===== src/rtl/rv_constants.sv =====
// Shared RV core constants: next-PC select encodings and fetch FSM states.
package rv_constants;

  localparam logic [1:0] PC_SOURCE_NEXT   = 2'd0;
  localparam logic [1:0] PC_SOURCE_BRANCH = 2'd1;
  localparam logic [1:0] PC_SOURCE_JAL    = 2'd2;
  localparam logic [1:0] PC_SOURCE_JALR   = 2'd3;

  typedef enum logic [1:0] {
    ST_IDLE  = 2'd0,
    ST_REQ   = 2'd1,
    ST_VALID = 2'd2,
    ST_HALT  = 2'd3
  } fetch_state_t;

endpackage


===== src/rtl/pc_next_select.sv =====
// Combinational next-PC mux with link value and alignment check.
module pc_next_select
  import rv_constants::*;
(
  input  logic [31:0] pc,
  input  logic [1:0]  pc_source,
  input  logic        take_branch,
  input  logic [31:0] branch_target,
  input  logic [31:0] jalr_target,
  output logic [31:0] pc_plus_4,
  output logic [31:0] next_pc,
  output logic        aligned
);

  assign pc_plus_4 = pc + 32'd4;

  always_comb begin
    next_pc = pc_plus_4;
    unique case (pc_source)
      PC_SOURCE_NEXT:   next_pc = pc_plus_4;
      PC_SOURCE_BRANCH: next_pc = take_branch ? branch_target : pc_plus_4;
      PC_SOURCE_JAL:    next_pc = branch_target;
      PC_SOURCE_JALR:   next_pc = {jalr_target[31:1], 1'b0};
      default:          next_pc = pc_plus_4;
    endcase
  end

  assign aligned = (next_pc[1:0] == 2'b00);

endmodule


===== src/rtl/pc_fetch.sv =====
// Instruction fetch: PC register, imem handshake FSM and held instruction.
module pc_fetch
  import rv_constants::*;
#(
  parameter logic [31:0] RESET_VECTOR = 32'h0040_0000
) (
  input  logic        clock,
  input  logic        reset_n,
  input  logic        take_branch,
  input  logic [1:0]  pc_source,
  input  logic [31:0] branch_target,
  input  logic [31:0] jalr_target,
  input  logic        retire,
  output logic        imem_req,
  output logic [31:0] imem_addr,
  input  logic        imem_ready,
  input  logic [31:0] imem_rdata,
  output logic [31:0] inst,
  output logic        inst_valid,
  output logic [31:0] pc,
  output logic [31:0] pc_plus_4,
  output logic        misaligned_trap
);

  fetch_state_t state;
  logic [31:0]  next_pc;
  logic         aligned;

  pc_next_select u_sel (
    .pc            (pc),
    .pc_source     (pc_source),
    .take_branch   (take_branch),
    .branch_target (branch_target),
    .jalr_target   (jalr_target),
    .pc_plus_4     (pc_plus_4),
    .next_pc       (next_pc),
    .aligned       (aligned)
  );

  assign imem_addr = pc;

  always_ff @(posedge clock or negedge reset_n) begin
    if (!reset_n) begin
      state           <= ST_IDLE;
      pc              <= RESET_VECTOR;
      inst            <= 32'h0;
      imem_req        <= 1'b0;
      inst_valid      <= 1'b0;
      misaligned_trap <= 1'b0;
    end else begin
      unique case (state)
        ST_IDLE: begin
          state    <= ST_REQ;
          imem_req <= 1'b1;
        end
        ST_REQ: begin
          if (imem_ready) begin
            inst       <= imem_rdata;
            state      <= ST_VALID;
            imem_req   <= 1'b0;
            inst_valid <= 1'b1;
          end
        end
        ST_VALID: begin
          if (retire) begin
            inst_valid <= 1'b0;
            if (aligned) begin
              pc       <= next_pc;
              state    <= ST_REQ;
              imem_req <= 1'b1;
            end else begin
              misaligned_trap <= 1'b1;
              state           <= ST_HALT;
            end
          end
        end
        ST_HALT: begin
          imem_req   <= 1'b0;
          inst_valid <= 1'b0;
        end
        default: state <= ST_IDLE;
      endcase
    end
  end

endmodule


===== config.mk =====
export PLATFORM = sky130hd
export DESIGN_NAME = pc_fetch
export DESIGN_NICKNAME = d
export VERILOG_FILES = /design/src/rtl/rv_constants.sv /design/src/rtl/pc_next_select.sv /design/src/rtl/pc_fetch.sv
export SDC_FILE = /design/constraint.sdc
export NUM_CORES = 1
export LEC_CHECK = 0
export CAP_MARGIN = 5
export CORE_MARGIN = 2
export CORE_UTILIZATION = 30
export CTS_CLUSTER_SIZE = 16
export DETAILED_ROUTE_END_ITERATION = 16
export GPL_ROUTABILITY_DRIVEN = 1
export PLACE_DENSITY_LB_ADDON = 0.12
export SYNTH_ARGS = -nofsm -noshare
export SYNTH_HDL_FRONTEND = slang
export SYNTH_SLANG_ARGS = --single-unit

===== constraint.sdc =====
create_clock -name clock -period 2 [get_ports clock]
set_input_delay 0.4 -clock clock [delete_from_list [all_inputs] [get_ports clock]]
set_output_delay 0.4 -clock clock [all_outputs]
set_load 0.03 [all_outputs]

==> impl_metrics.toml <==
[outcome]
status = "finished with violations"
violations = "negative setup slack"

[grt]
globalRouteOverflowTotal = 0
grtUsageMet2 = 0.348
grt_max_degree = 46
grt_pass1_vias = 4890
antenna_found_initial = 0
met3_usage = 0.0415
grt_pass1_wl_mm = 25.2
top_usage_layer = "met2"
grt_usage = 0.202
grt_use_met1 = 0.253

[die]
die_x_um = 125
pin_count = 234
initial_core_util = 0.305
dieArea_sq_mm = 0.0156
fp.coreArea_sq_mm = 0.0144
die_h_um = 125
fp-row-count = 44

[worst_hold_path]
whs_path_depth = 1
worstHoldStart = "misaligned_trap"
hold_end = "misaligned_trap"
min_path_type = "reg -> reg"

[power_and_ir_drop]
p_leak_nw = 3.84
powerDensity_mw_per_mm2 = 1420
p_total_mw = 12.3
worst_ir_drop_vdd_uv = 755

[timing]
slew_headroom = 0.742
fin_ws_ns = -0.461
fin_worst_skew_ns = 0.00605
hold_viol = 0
finalCritPeriodShare = 1.23
hold_ws_ns = 0.466
tightest_slew_ns = 0.387
maxSlewViolCount = 0
max_clock_freq_ghz = 0.406
setup_tns_ns = -6.60
rsz0062_at_grt = "yes"
setup_viol = 20
fin_crit_ns = 2.46

[critical_path]
r2r_slack_ns = 0.02
regToRegStartpoint = "imem_addr[15]"
crit_slowest_cell = "dfstp_2"
crit_buf_inv = 1
r2r_end = "imem_addr[29]"
critical_path.max_fanout = 5
critPathTopFamily = "simple AND/OR/NAND/NOR gates"
arrival_ns = 2.06
worstSetupPathType = "reg -> out"
startpoint_type = "flop"
cp-end-kind = "output port"
path_cells = "nand3_4 -> or3_4 -> or3_4 -> xnor2_4 -> buf_12"
cpMostUsedCell = "or3_4"
cp.required_ns = 1.60
rr_worst_depth = 9
max_stage_delay_ns = 0.55

[detailed_routing]
routedWlPerCell_um = 17.1
antenna_left = 0
drtIter0Drc = 296
viasPerCell = 5.03
dr.pass1.iters = 5
via_count = 4768
routed_wl_mm = 16.2
drc = 0

[clock_tree]
tritoncts = "yes"
cts_root_buf = "clkbuf_16"
clk_latency_ns = 0.34
clkTransAtPathRegs_ns = 0.06
numCtsBuffers = 9
clockBufferDepth = 2
cts_sinks = 69
ctsHtreeMaxLevel = 3

[synth]
yosys_register_bits = 69
ys.warnings.count = 0
synth-edff-count = 0
synth_xor_xnor_area_share = 0.0558
synth_compound_area_frac = 0.161
synthCells = 461
synth_top_area_frac = 0.387
muxShareOfSynthArea = 0.121
synth_area_leader_cell = "dfrtp_1"
async_flop_share = 1.00
synthesis.nets = 568
seq_area_frac_synth = 0.393
post_synth_num_cell_types = 49
synth-simple-area-share = 0.152
synth_area_leaders = "dfrtp_1 (39%), mux2_2 (11%), buf_4 (5.8%)"
synth_top_family_by_area = "compound AO/OA/AOI/OAI gates"
syn_avg_cell_area_sq_um = 9.54
synth_ff_type = "dfrtp_1"
syn-cell-area_sq_mm = 0.00440
synthAdderAreaFrac = 0.0114

[finish]
finish.utilization = 0.601
area_delta_synth_final_pct = 97.0
drive_gt1_frac = 0.385
layout_common_cells = "clkdlybuf4s50_1 (167), buf_4 (99), dfrtp_1 (48), mux2_2 (42), buf_6 (32)"
antennaDiodeCount = 0
nets = 866
final_common_cell = "clkdlybuf4s50_1"
fillers = 1207

[placement]
place.gp.congestion = 0.859
port_buffers = 232
dpl.hpwl_mm = 11.7

[flow_run]
max-cap-violations = 0
## where the power goes
part	switching (mW)	internal [mW]
combinational	4.40	3.62
sequential	0.443	2.07
clock	0.643	1.13
total	5.48	6.83
## metrics by stage
step                instance area [sq um]  setup slack [ns]  cells
finish                               8660            -0.461    948
floorplan                            4860            -0.321    461
global placement                     7750            -0.417    908
CTS                                  8430            -0.492    940
detailed placement                   7750            -0.496    908
global route                         8660            -0.585    948
## logic make-up (layout without fill, tap and decap cells)
group	after synthesis	count (layout)
AND/OR/NAND/NOR	129	129
multiplexers	48	48
AO/OA/AOI/OAI	104	104
buffers and inverters	79	382
flip-flops	69	69
XOR/XNOR	28	28
adder cells (fa/ha/maj)	4	4
## cell usage after synthesis, types with 10 or more instances
cell type and count:
xnor2_1 19, clkbuf_1 17, nand3_1 17, buf_4 34, mux2_2 42, nand4_1 12
nand2_1 19, nor3_1 14, inv_1 16, dfrtp_1 68, o21ai_0 22, o22ai_1 10
nor2_1 29, a21oi_1 23
## final cells by class
type,instances,area [sq um],area share
multi-input combinational,313,2820,0.325
sequential,69,1750,0.202
tap,184,230,0.0266
clock inverter,6,93.8,0.0108
timing repair buffer,350,3470,0.400
clock buffer,10,239,0.0276
inverter,16,60.1,0.00693
## state kept, by name, summed over array words and instances, names as in the netlist
signal           flops
imem_addr           32
imem_req             1
inst                32
inst_valid           1
misaligned_trap      1
state                2
## metal layers
metal,part of all wire,vias up
li1,-,2259
met1,0.42,2321
met2,0.51,167
met3,0.053,21
met4,0.014,0
met5,0,-
## timing repair
| item | 4_1_cts | 5_1_grt |
|---|---|---|
| endpoints found under the setup margin | 63 | 52 |
| buffers inserted | 14 | 11 |
| hold buffers | 1 | 0 |
| gates cloned | 2 | 0 |
| gates resized for setup | 74 | 52 |
| hold endpoints to repair | 23 | 0 |
| pin swaps | 25 | 31 |
## worst max-delay path by stage
stage,from,end,slack [ns],cells after the start
after floorplan,imem_addr[22],pc_plus_4[31],-0.32,5
after global placement,pc_source[1],imem_addr[17],-0.42,7
after detailed placement,pc_source[1],imem_addr[17],-0.50,7
after CTS,imem_addr[22],pc_plus_4[31],-0.49,5
after global routing,imem_addr[9],pc_plus_4[27],-0.59,6
final,imem_addr[22],pc_plus_4[31],-0.46,5
## worst reg2reg max path: stages, from the launching register on
cell	delay [ns]
dfrtp_2	0.43
buf_6	0.11
nand4_1	0.08
buf_4	0.16
nor4_2	0.13
buf_4	0.18
nand4_1	0.22
buf_4	0.23
o32a_1	0.32
nand3_1	0.07
No activity file was read; power rests on OpenSTA's default activity.
